## src/rtl/m1_word_serializer.sv

```systemverilog
// m1_word_serializer
//   Walks the 128-word M1 frame buffer one word at a time. For each word it
//   issues a single-cycle request, captures the returned word, and shifts it
//   out MSB-first. Each serial bit is held for BIT_DIV clocks.
//
//   Optional build macro: M1_PARITY_EN
//     When defined, one odd-parity bit follows the WORD_W data bits.
//
//   Ports
//     clk          system clock, rising edge
//     reset        asynchronous, active-low reset
//     enable       run request, sampled in IDLE and at word end
//     dataWord     word from filler, valid the cycle after bufGetWord
//     bufGetWord   single-cycle word request
//     bufRdPointer word index presented with bufGetWord
//     serOut       serial data, MSB first
//     bitStrobe    pulse on the first clock of each serial bit
//     wordStrobe   pulse when a word enters the shifter
//     frameStart   pulse with wordStrobe when the captured word is index 0
//     busy         high whenever the FSM is not IDLE
module m1_word_serializer #(
    parameter int WORD_W  = 12,
    parameter int PTR_W   = 7,
    parameter int BIT_DIV = 8
) (
    input  logic              clk,
    input  logic              reset,
    input  logic              enable,
    input  logic [WORD_W-1:0] dataWord,
    output logic              bufGetWord,
    output logic [PTR_W-1:0]  bufRdPointer,
    output logic              serOut,
    output logic              bitStrobe,
    output logic              wordStrobe,
    output logic              frameStart,
    output logic              busy
);

`ifdef M1_PARITY_EN
    localparam int PAR_BITS = 1;
`else
    localparam int PAR_BITS = 0;
`endif
    // Serial bits per word, including the parity bit when it is enabled.
    localparam int NB     = WORD_W + PAR_BITS;
    localparam int DIV_W  = (BIT_DIV > 1) ? $clog2(BIT_DIV) : 1;
    localparam int BCNT_W = (NB > 1) ? $clog2(NB) : 1;

    typedef enum logic [1:0] {IDLE, REQ, LOAD, SHIFT} state_t;

    state_t            state;
    logic [NB-1:0]     shifter;
    logic [DIV_W-1:0]  div;
    logic [BCNT_W-1:0] bitcnt;

    // The parity bit is placed below the data so that it simply shifts out
    // last, with no special case in the shifting logic.
    function automatic logic [NB-1:0] frame_word(input logic [WORD_W-1:0] w);
`ifdef M1_PARITY_EN
        return {w, ~^w};
`else
        return w;
`endif
    endfunction

    always_ff @(posedge clk or negedge reset) begin
        if (!reset) begin
            state        <= IDLE;
            shifter      <= '0;
            div          <= '0;
            bitcnt       <= '0;
            bufGetWord   <= 1'b0;
            bufRdPointer <= '0;
            serOut       <= 1'b0;
            bitStrobe    <= 1'b0;
            wordStrobe   <= 1'b0;
            frameStart   <= 1'b0;
            busy         <= 1'b0;
        end else begin
            // The strobes are single-cycle pulses unless a branch below
            // raises them again.
            bufGetWord <= 1'b0;
            bitStrobe  <= 1'b0;
            wordStrobe <= 1'b0;
            frameStart <= 1'b0;
            case (state)
                IDLE: begin
                    serOut <= 1'b0;
                    if (enable) begin
                        state      <= REQ;
                        bufGetWord <= 1'b1;
                        busy       <= 1'b1;
                    end else begin
                        busy <= 1'b0;
                    end
                end
                REQ: begin
                    state <= LOAD;
                end
                LOAD: begin
                    // The filler returns the word during this cycle. The
                    // first bit is therefore driven out from the next cycle.
                    shifter    <= frame_word(dataWord);
                    serOut     <= dataWord[WORD_W-1];
                    wordStrobe <= 1'b1;
                    frameStart <= (bufRdPointer == '0);
                    bitStrobe  <= 1'b1;
                    div        <= '0;
                    bitcnt     <= '0;
                    state      <= SHIFT;
                end
                SHIFT: begin
                    if (div == DIV_W'(BIT_DIV - 1)) begin
                        div <= '0;
                        if (bitcnt == BCNT_W'(NB - 1)) begin
                            // At word end, advance the pointer. It wraps
                            // naturally at 2**PTR_W.
                            bufRdPointer <= bufRdPointer + 1'b1;
                            serOut       <= 1'b0;
                            if (enable) begin
                                state      <= REQ;
                                bufGetWord <= 1'b1;
                            end else begin
                                state <= IDLE;
                                busy  <= 1'b0;
                            end
                        end else begin
                            bitcnt    <= bitcnt + 1'b1;
                            shifter   <= shifter << 1;
                            serOut    <= shifter[NB-2];
                            bitStrobe <= 1'b1;
                        end
                    end else begin
                        div <= div + 1'b1;
                    end
                end
                default: begin
                    state <= IDLE;
                end
            endcase
        end
    end

endmodule

```

## config.mk

```make
export PLATFORM = sky130hd
export DESIGN_NAME = m1_word_serializer
export DESIGN_NICKNAME = d
export VERILOG_FILES = /design/src/rtl/m1_word_serializer.sv
export SDC_FILE = /design/constraint.sdc
export NUM_CORES = 1
export LEC_CHECK = 0
export CAP_MARGIN = 25
export CORE_MARGIN = 2
export CORE_UTILIZATION = 30
export DETAILED_ROUTE_END_ITERATION = 8
export HOLD_SLACK_MARGIN = 0.03
export SETUP_SLACK_MARGIN = 0.02
export SLEW_MARGIN = 5
export SYNTH_ARGS = -nofsm -noshare
export SYNTH_HDL_FRONTEND = slang
export SYNTH_SLANG_ARGS = --single-unit
```

## constraint.sdc

```tcl
create_clock -name clk -period 2 [get_ports clk]
set_input_delay 0.2 -clock clk [delete_from_list [all_inputs] [get_ports clk]]
set_output_delay 0.2 -clock clk [all_outputs]
set_load 0.005 [all_outputs]
```

# After elaboration in Yosys (flattened, before gate mapping)
# Index checks and enable logic that the tools add are counted.
# totals
in_bits,15
reg_bits,33
elab_cells,63
out_inout_bits,13
# classes
reduce_logical,10
n_mux,29
n_addsub,3
n_eq_ne,10
# op_table
cell,count
$mux W11,2
$pmux W11 S2,1
$mux W1,13
$ne A2 B2 Y1 const B,5
$reduce_and A3 Y1,3
$mux W4,2
$pmux W2 S4,1
$pmux W4 S2,1
$add A7 B1 Y7 const B,1
$logic_not A7 Y1,1
$mux W2,3
$pmux W1 S2,3
$pmux W3 S2,1
$add A4 B1 Y4 const B,1
$eq A2 B2 Y1 const B,2
$eq A4 B4 Y1 const B,1
$reduce_and A4 Y1,1
$reduce_bool A2 Y1,2
$add A3 B1 Y3 const B,1
$eq A3 B3 Y1 const B,1
$mux W3,1
$pmux W1 S3,1
$reduce_bool A3 Y1,1
$eq A2 B1 Y1 const B,1
other kinds (2),2

# Depth between registers and ports, before layout
# Gate-level depths: netlist (run 1).
# logic_depth
depth_word,4
mapped_depth,6

# Worst setup path after synthesis (run 1)
# No wires, ideal clock.
# synth_path
path_kind,reg2reg
from,register div[0]
to,register shifter[10]
setup_slack_ns,0.364
path_stages_with_launch,7
setup_ns,0.125
arrival_ns,1.511
period_less_slack_ns,1.636
path_buffers,1
path_cell_list,dfrtp_1 > ha_1 > ha_1 > nand2_1 > o21ai_4 > buf_6 > mux2_4
# synth_via
elab_chain_cells,3
# synth_rtl
item,line_no,source
from (decl),53,logic [DIV_W-1:0] div;
from (signal assigned),134,div <= div + 1'b1;
$eq A3 B3 Y1,113,if (div == DIV_W'(BIT_DIV - 1)) begin
$ne A2 B2 Y1 (no line),--,
$reduce_and A3 Y1 (no line),--,
to (signal assigned),103,shifter <= frame_word(dataWord);
to (signal assigned),129,shifter <= shifter << 1;
to (decl),52,logic [NB-1:0] shifter;
# No other way between the ends.
# A chain may end at the register's enable or synchronous reset.

# Worst setup path in the final report (run 1)
# layout_path
from,register state[0]
to,register shifter[5]
# layout_via
elab_chain_cells,3
elab_cells_between_ends,7
classes_between,eq/ne: 4; mux: 1; reduce/logical: 2
# layout_rtl
item,line_no,source
from (decl),51,state_t state;
from (signal assigned),68,state <= IDLE;
from (signal assigned),90,state <= REQ;
from (signal assigned),98,state <= LOAD;
$eq A2 B2 Y1,86,case (state)
$ne A2 B2 Y1 (no line) / $reduce_bool A2 Y1 (equally long branches),--,
$reduce_and A3 Y1 (no line),--,
# Parallel ways exist; a longest one is shown, timed or not.

==> results.sh, run 1 <==
export IMPL_outcome="finished clean"
export IMPL_dieWidth_um=79.54
export IMPL_start_util=0.3108
export IMPL_required_ns=2.17
export IMPL_fin_setup_tns_ns=0
export IMPL_synth_seq_cells=33
export IMPL_cts_root_buf="clkbuf_8"
export IMPL_nNetsFinal=200
export IMPL_syn_area_per_cell_um2=12.23
export IMPL_area_delta_synth_final_pct=29.31
export IMPL_critPathMaxFanout=14
export IMPL_hpwlAfterDp_um=2299
export IMPL_num_fill_cells=525
export IMPL_worstSetupPathType="reg -> reg"
export IMPL_cap_violations=0
export IMPL_io_pins=28
export IMPL_htreeDepth=2
export IMPL_grt_pass1_vias=1125
export IMPL_fin_crit_ns=1.815
export IMPL_min_path_type="in -> async"
export IMPL_antenna_left=0
export IMPL_drtIter0Drc=30
export IMPL_synth_cell_types=38
export IMPL_synthCells=140
export IMPL_hold_violations=0
export IMPL_ir_drop_mv=0.5378
export IMPL_portBuffers=27
export IMPL_cts_hold_fix_buffers=0
export IMPL_yosys_area_top_type="dfrtp_1"
export IMPL_diodes=0
export IMPL_cp_start_kind="register"
export IMPL_slew_headroom=0.7275
export IMPL_drt_drc_violations_left=0
export IMPL_multi_input_area_um2=819.5
export IMPL_setup_ws_ns=0.1849
export IMPL_synth_top_area_frac=0.4825
export IMPL_rsz0062_at_grt="false"
export IMPL_path_clk_slew_ns=0.07
export IMPL_worst_slew_pin_slew_ns=0.4087
export IMPL_max_stage_delay_ns=0.43
export IMPL_final_util=0.4020
export IMPL_clock_latency_ns=0.28
export IMPL_syn_nets=164
export IMPL_crit_arrival_ns=1.98
export IMPL_power_density_nw_per_um2=1239
export IMPL_row_count=27
export IMPL_routed_via_density=4.659
export IMPL_drt_first_pass_iters=4
export IMPL_r2r_cells=6
export IMPL_grt_ovfl_total=0
export IMPL_place_congestion=0.7837
export IMPL_critPathCaptureType="register"
export IMPL_p_leak_uw=0.0009821
export IMPL_wire_per_inst_um=12.37
export IMPL_cts_buffer_depth=2
export IMPL_slowest_stage="dfrtp_1"
export IMPL_post_route_period_util=0.9075
export IMPL_fin_skew_ns=0.003725
export IMPL_syn_area_um2=1712
export IMPL_cts_tree="built"
export IMPL_yosysMostFrequentCell="dfrtp_1"
export IMPL_die_area_um2=6326
export IMPL_synth_top_cells_by_count="dfrtp_1, mux2_2, ha_1, inv_1, nand3_1"
export IMPL_antenna_found_initial=0
export IMPL_total_power_uw=2741
export IMPL_die_h_um=79.54
export IMPL_synth_main_ff_cell="dfrtp_1"
export IMPL_async_flop_share=1.000
export IMPL_cts_inserted_buffers=5
export IMPL_final_cells=249
export IMPL_grt_first_pass_wirelength_um=5244
export IMPL_slew_viol_final=0
export IMPL_cts_sinks=33
export IMPL_layout_drive_gt1_share=0.2373
export IMPL_wl_um=3079
export IMPL_grt_max_degree=34
export IMPL_grt_usage=0.1077
export IMPL_crit_chain="inv_1 -> ha_1 -> nand2b_1 -> o21ai_4 -> buf_12 -> mux2_2"
export IMPL_dpl_cell_count=240
export IMPL_core_area_um2=5507
export IMPL_seqCellArea_um2=825.8
export IMPL_vias=1160
export IMPL_yosysSeqAreaShare=0.4825
export IMPL_synthTopCellsByArea="dfrtp_1, mux2_2, ha_1, mux2_4, nand3_1"
export IMPL_max_freq_mhz=550.9
export IMPL_yosys_warnings=0
export IMPL_place_ws_ns=0.1410
export IMPL_finalSetupViolations=0
export IMPL_synth_edf_count=0
-- final timing paths --
kind	slack, ns	to	startpoint
worst min-delay path	0.32	bufRdPointer[5]$_DFFE_PN0P_	reset
min in group clk	0.50	shifter[0]$_DFFE_PN0P_	dataWord[0]
worst min register to register	0.50	bufRdPointer[6]$_DFFE_PN0P_	bufRdPointer[6]$_DFFE_PN0P_
worst max register to register	0.18	shifter[5]$_DFFE_PN0P_	state[0]$_DFFE_PN0P_
worst max-delay path	0.18	shifter[5]$_DFFE_PN0P_	state[0]$_DFFE_PN0P_
max in group asynchronous	1.38	state[0]$_DFFE_PN0P_	reset
-- cell usage in the layout, fill, tap and decap left out, drive strengths merged, types with 4 or more instances in the layout --
| cell type | Yosys | routed |
|---|---|---|
| inv | 9 | 9 |
| dfrtp | 33 | 33 |
| mux2 | 23 | 23 |
| ha | 9 | 9 |
| buf | 4 | 6 |
| nand3 | 8 | 8 |
| clkbuf | 0 | 7 |
| o21ai | 7 | 7 |
| nor2 | 4 | 4 |
| clkdlybuf4s50 | 0 | 27 |
-- metal layers --
layer,track usage,vias to the layer above,share of wire
met5,0,-,0
met4,0.03621,0,0.012
met3,0.03733,6,0.056
met2,0.1697,30,0.45
met1,0.1375,553,0.48
li1,-,571,-
-- final cells by class --
type / count / share of cell area
clock buffer: 7 / 0.03901
clock inverter: 1 / 0.01357
multi-input combinational: 94 / 0.3703
tap: 72 / 0.04070
timing repair buffer: 33 / 0.1481
sequential: 33 / 0.3731
inverter: 9 / 0.01526
-- stage by stage --
stage,hold WS [ns],cell area (um2)
final,0.3199,2213
after global routing,0.3708,2213
after CTS,0.3353,2193
after detailed placement,0.4871,2077
after global placement,0.4877,2077
after floorplan,-0.09559,1712
-- state kept, by name (all words and copies together), names as in the netlist, 2 cells and up --
register,flops
bufRdPointer,7
bitcnt,4
state,2
div,3
shifter,11
-- kinds of logic (layout without fill, tap and decap cells) --
logic type      Yosys count  after routing  synth area share
simple gates             36             36            0.1287
mux                      25             25            0.1762
compound gates           18             18           0.07311
fa+ha+maj                 9              9           0.06579
xor+xnor                  6              6           0.03509
flops                    33             33            0.4825
buf+inv                  13             50           0.03874
-- repair_timing --
item / in CTS / in global routing
resized for setup: 0 / 0
setup endpoints to repair: 0 / 4
setup buffers: 0 / 1
-- critical path, delay by kind of cell (launching register included) --
family / cells / cell delay [ns]
compound gates: 1 / 0.10
fa+ha+maj: 1 / 0.34
buf+inv: 2 / 0.30
flops: 1 / 0.43
mux: 1 / 0.33
simple gates: 1 / 0.19
-- where the power goes --
group          total, uW  internal, uW  switching [uW]
sequential          1010           887             122
clock                641           406             235
combinational       1090           664             427
No activity file was read; power rests on OpenSTA's default activity.
==> run 2, diff against run 1 <==
CORE_MARGIN = unset   (was 2)
==> run 2 against run 1 <==
Effect of this change: sequential power about the same; wire length increased by 3.9%; sequential share of layout area increased by 0.80 points; clock power decreased by 25%; sequential cell count unchanged; via count increased by 0.86%; critical path depth decreased by 2.
==> results.sh, run 2 (synthesized netlist as in run 1, its figures left out) <==
export IMPL_outcome="finished clean"
export IMPL_drt_drc_violations_left=0
export IMPL_cts_buffer_depth=2
export IMPL_cp_start_kind="register"
export IMPL_final_common_cell="dfrtp_1"
export IMPL_finalSetupViolations=0
export IMPL_cts_resized=0
export IMPL_cts_root_buf="clkbuf_8"
export IMPL_ir_drop_mv=0.6723
export IMPL_wl_um=3199
export IMPL_clock_latency_ns=0.28
export IMPL_hpwlAfterDp_um=2318
export IMPL_grt_usage=0.1199
export IMPL_dieWidth_um=77.54
export IMPL_nNetsFinal=200
export IMPL_largest_register_ffs=11
export IMPL_seq_power_share=0.393
export IMPL_rsz0062_at_grt="false"
export IMPL_place_congestion=0.7475
export IMPL_die_area_um2=6012
export IMPL_grt_ovfl_total=0
export IMPL_wl_met2_um=1467
export IMPL_routed_via_density=4.699
export IMPL_worst_slew_pin_slew_ns=0.5140
export IMPL_reg_largest_list="shifter x11, bufRdPointer x7, bitcnt x4"
export IMPL_htreeDepth=2
export IMPL_intPower_uw=1763
export IMPL_wire_per_inst_um=12.85
export IMPL_min_path_type="in -> async"
export IMPL_drtIter0Drc=46
export IMPL_cap_violations=0
export IMPL_wl_met1_um=1561
export IMPL_worstSetupPathType="reg -> reg"
export IMPL_fin_setup_tns_ns=0
export IMPL_start_util=0.3108
export IMPL_slew_viol_final=0
export IMPL_met3_length_um=152
export IMPL_antenna_found_initial=0
export IMPL_cts_sinks=33
export IMPL_most_common_layout_cells="dfrtp_1, clkdlybuf4s50_1, mux2_2"
export IMPL_critPathMaxFanout=14
export IMPL_row_count=27
export IMPL_p_switching_uw=793.5
export IMPL_cts_hold_fix_buffers=0
export IMPL_highest_layer="met4"
export IMPL_hold_violations=0
export IMPL_io_pins=28
export IMPL_fin_crit_ns=1.871
export IMPL_grt_max_degree=34
export IMPL_slew_headroom=0.6561
export IMPL_clkPwrFrac=0.189
export IMPL_power_density_nw_per_um2=1180
export IMPL_place_ws_ns=0.1366
export IMPL_critPathCaptureType="register"
export IMPL_portBuffers=27
export IMPL_p_leak_uw=0.0009646
export IMPL_path_clk_slew_ns=0.07
export IMPL_antenna_left=0
export IMPL_setup_ws_ns=0.1290
export IMPL_cts_inserted_buffers=5
export IMPL_crit_arrival_ns=2.04
export IMPL_fin_skew_ns=0.007321
export IMPL_power_frac_comb=0.418
export IMPL_drt_first_pass_iters=4
export IMPL_layout_drive_gt1_share=0.2373
export IMPL_postCtsSetupBuffers=0
export IMPL_core_area_um2=5507
export IMPL_grt_pass1_vias=1160
export IMPL_vias=1170
export IMPL_required_ns=2.17
export IMPL_die_h_um=77.54
export IMPL_num_fill_cells=545
export IMPL_cts_tree="built"
export IMPL_regMostFlops="shifter"
export IMPL_max_freq_mhz=534.5
export IMPL_grt_first_pass_wirelength_um=5540
export IMPL_area_delta_synth_final_pct=26.61
export IMPL_post_route_period_util=0.9355
export IMPL_switching_share=0.3103
export IMPL_diodes=0
==> run 2: cell count changes in the layout (fill, tap and decap cells not counted), sizes merged <==
cell	change
bufinv	-1
clkbuf	-1
clkinv	+2
==> run 2: area by class of cell <==
class                   instances  area [um2]  share of cell area
clock inverters                 2       10.01            0.004619
flip-flops and latches         33       825.8              0.3811
inverters                       9       33.78             0.01559
repair buffers                 33       315.3              0.1455
multi-input cells              94       819.5              0.3782
clock buffers                   6       72.57             0.03349
well taps                      72       90.09             0.04157
==> run 2: critical path: stages (launching register included) <==
cell and delay, ns:
dfrtp_1 0.39, ha_1 0.27, and3b_4 0.25, o21ai_4 0.45, mux2_2 0.39
==> run 2: power by group through the flow <==
stage                     sequential (uW)  combinational, uW  clock [uW]
after floorplan                       993                812           0
after global placement               1010               1070           0
after detailed placement             1020               1080           0
after CTS                            1010               1080         490
after global routing                 1030               1180         533
final                                1010               1070         483
==> run 2: stage by stage <==
stage                     area, um2    util  hold slack [ns]  total power (uW)  instances
final                          2167  0.3935           0.3235              2557        249
after global routing           2167  0.3935           0.3678              2746        249
after CTS                      2167  0.3935           0.3444              2583        249
after detailed placement       2085  0.3786           0.4868              2100        241
after global placement         2085  0.3786           0.4801              2083        241
after floorplan                1712       -         -0.09559              1805        140
==> run 2: path summary, 6_finish.rpt <==
| check | from | end | slack, ns | cells after the start |
|---|---|---|---|---|
| worst max register to register | bitcnt[0]$_DFFE_PN0P_ | shifter[5]$_DFFE_PN0P_ | 0.13 | 4 |
| worst max-delay path | bitcnt[0]$_DFFE_PN0P_ | shifter[5]$_DFFE_PN0P_ | 0.13 | 4 |
| min in group clk | bufRdPointer[6]$_DFFE_PN0P_ | bufRdPointer[6]$_DFFE_PN0P_ | 0.49 | 1 |
| max in group asynchronous | reset | shifter[10]$_DFFE_PN0P_ | 1.38 | 2 |
| worst min-delay path | reset | bufRdPointer[3]$_DFFE_PN0P_ | 0.32 | 2 |
| worst min register to register | bufRdPointer[6]$_DFFE_PN0P_ | bufRdPointer[6]$_DFFE_PN0P_ | 0.49 | 1 |
==> run 2: layer usage <==
metal,GRT usage,vias to the layer above
met5,0,-
met4,0.03962,0
met3,0.04353,2
met2,0.1788,28
met1,0.1599,561
li1,-,579
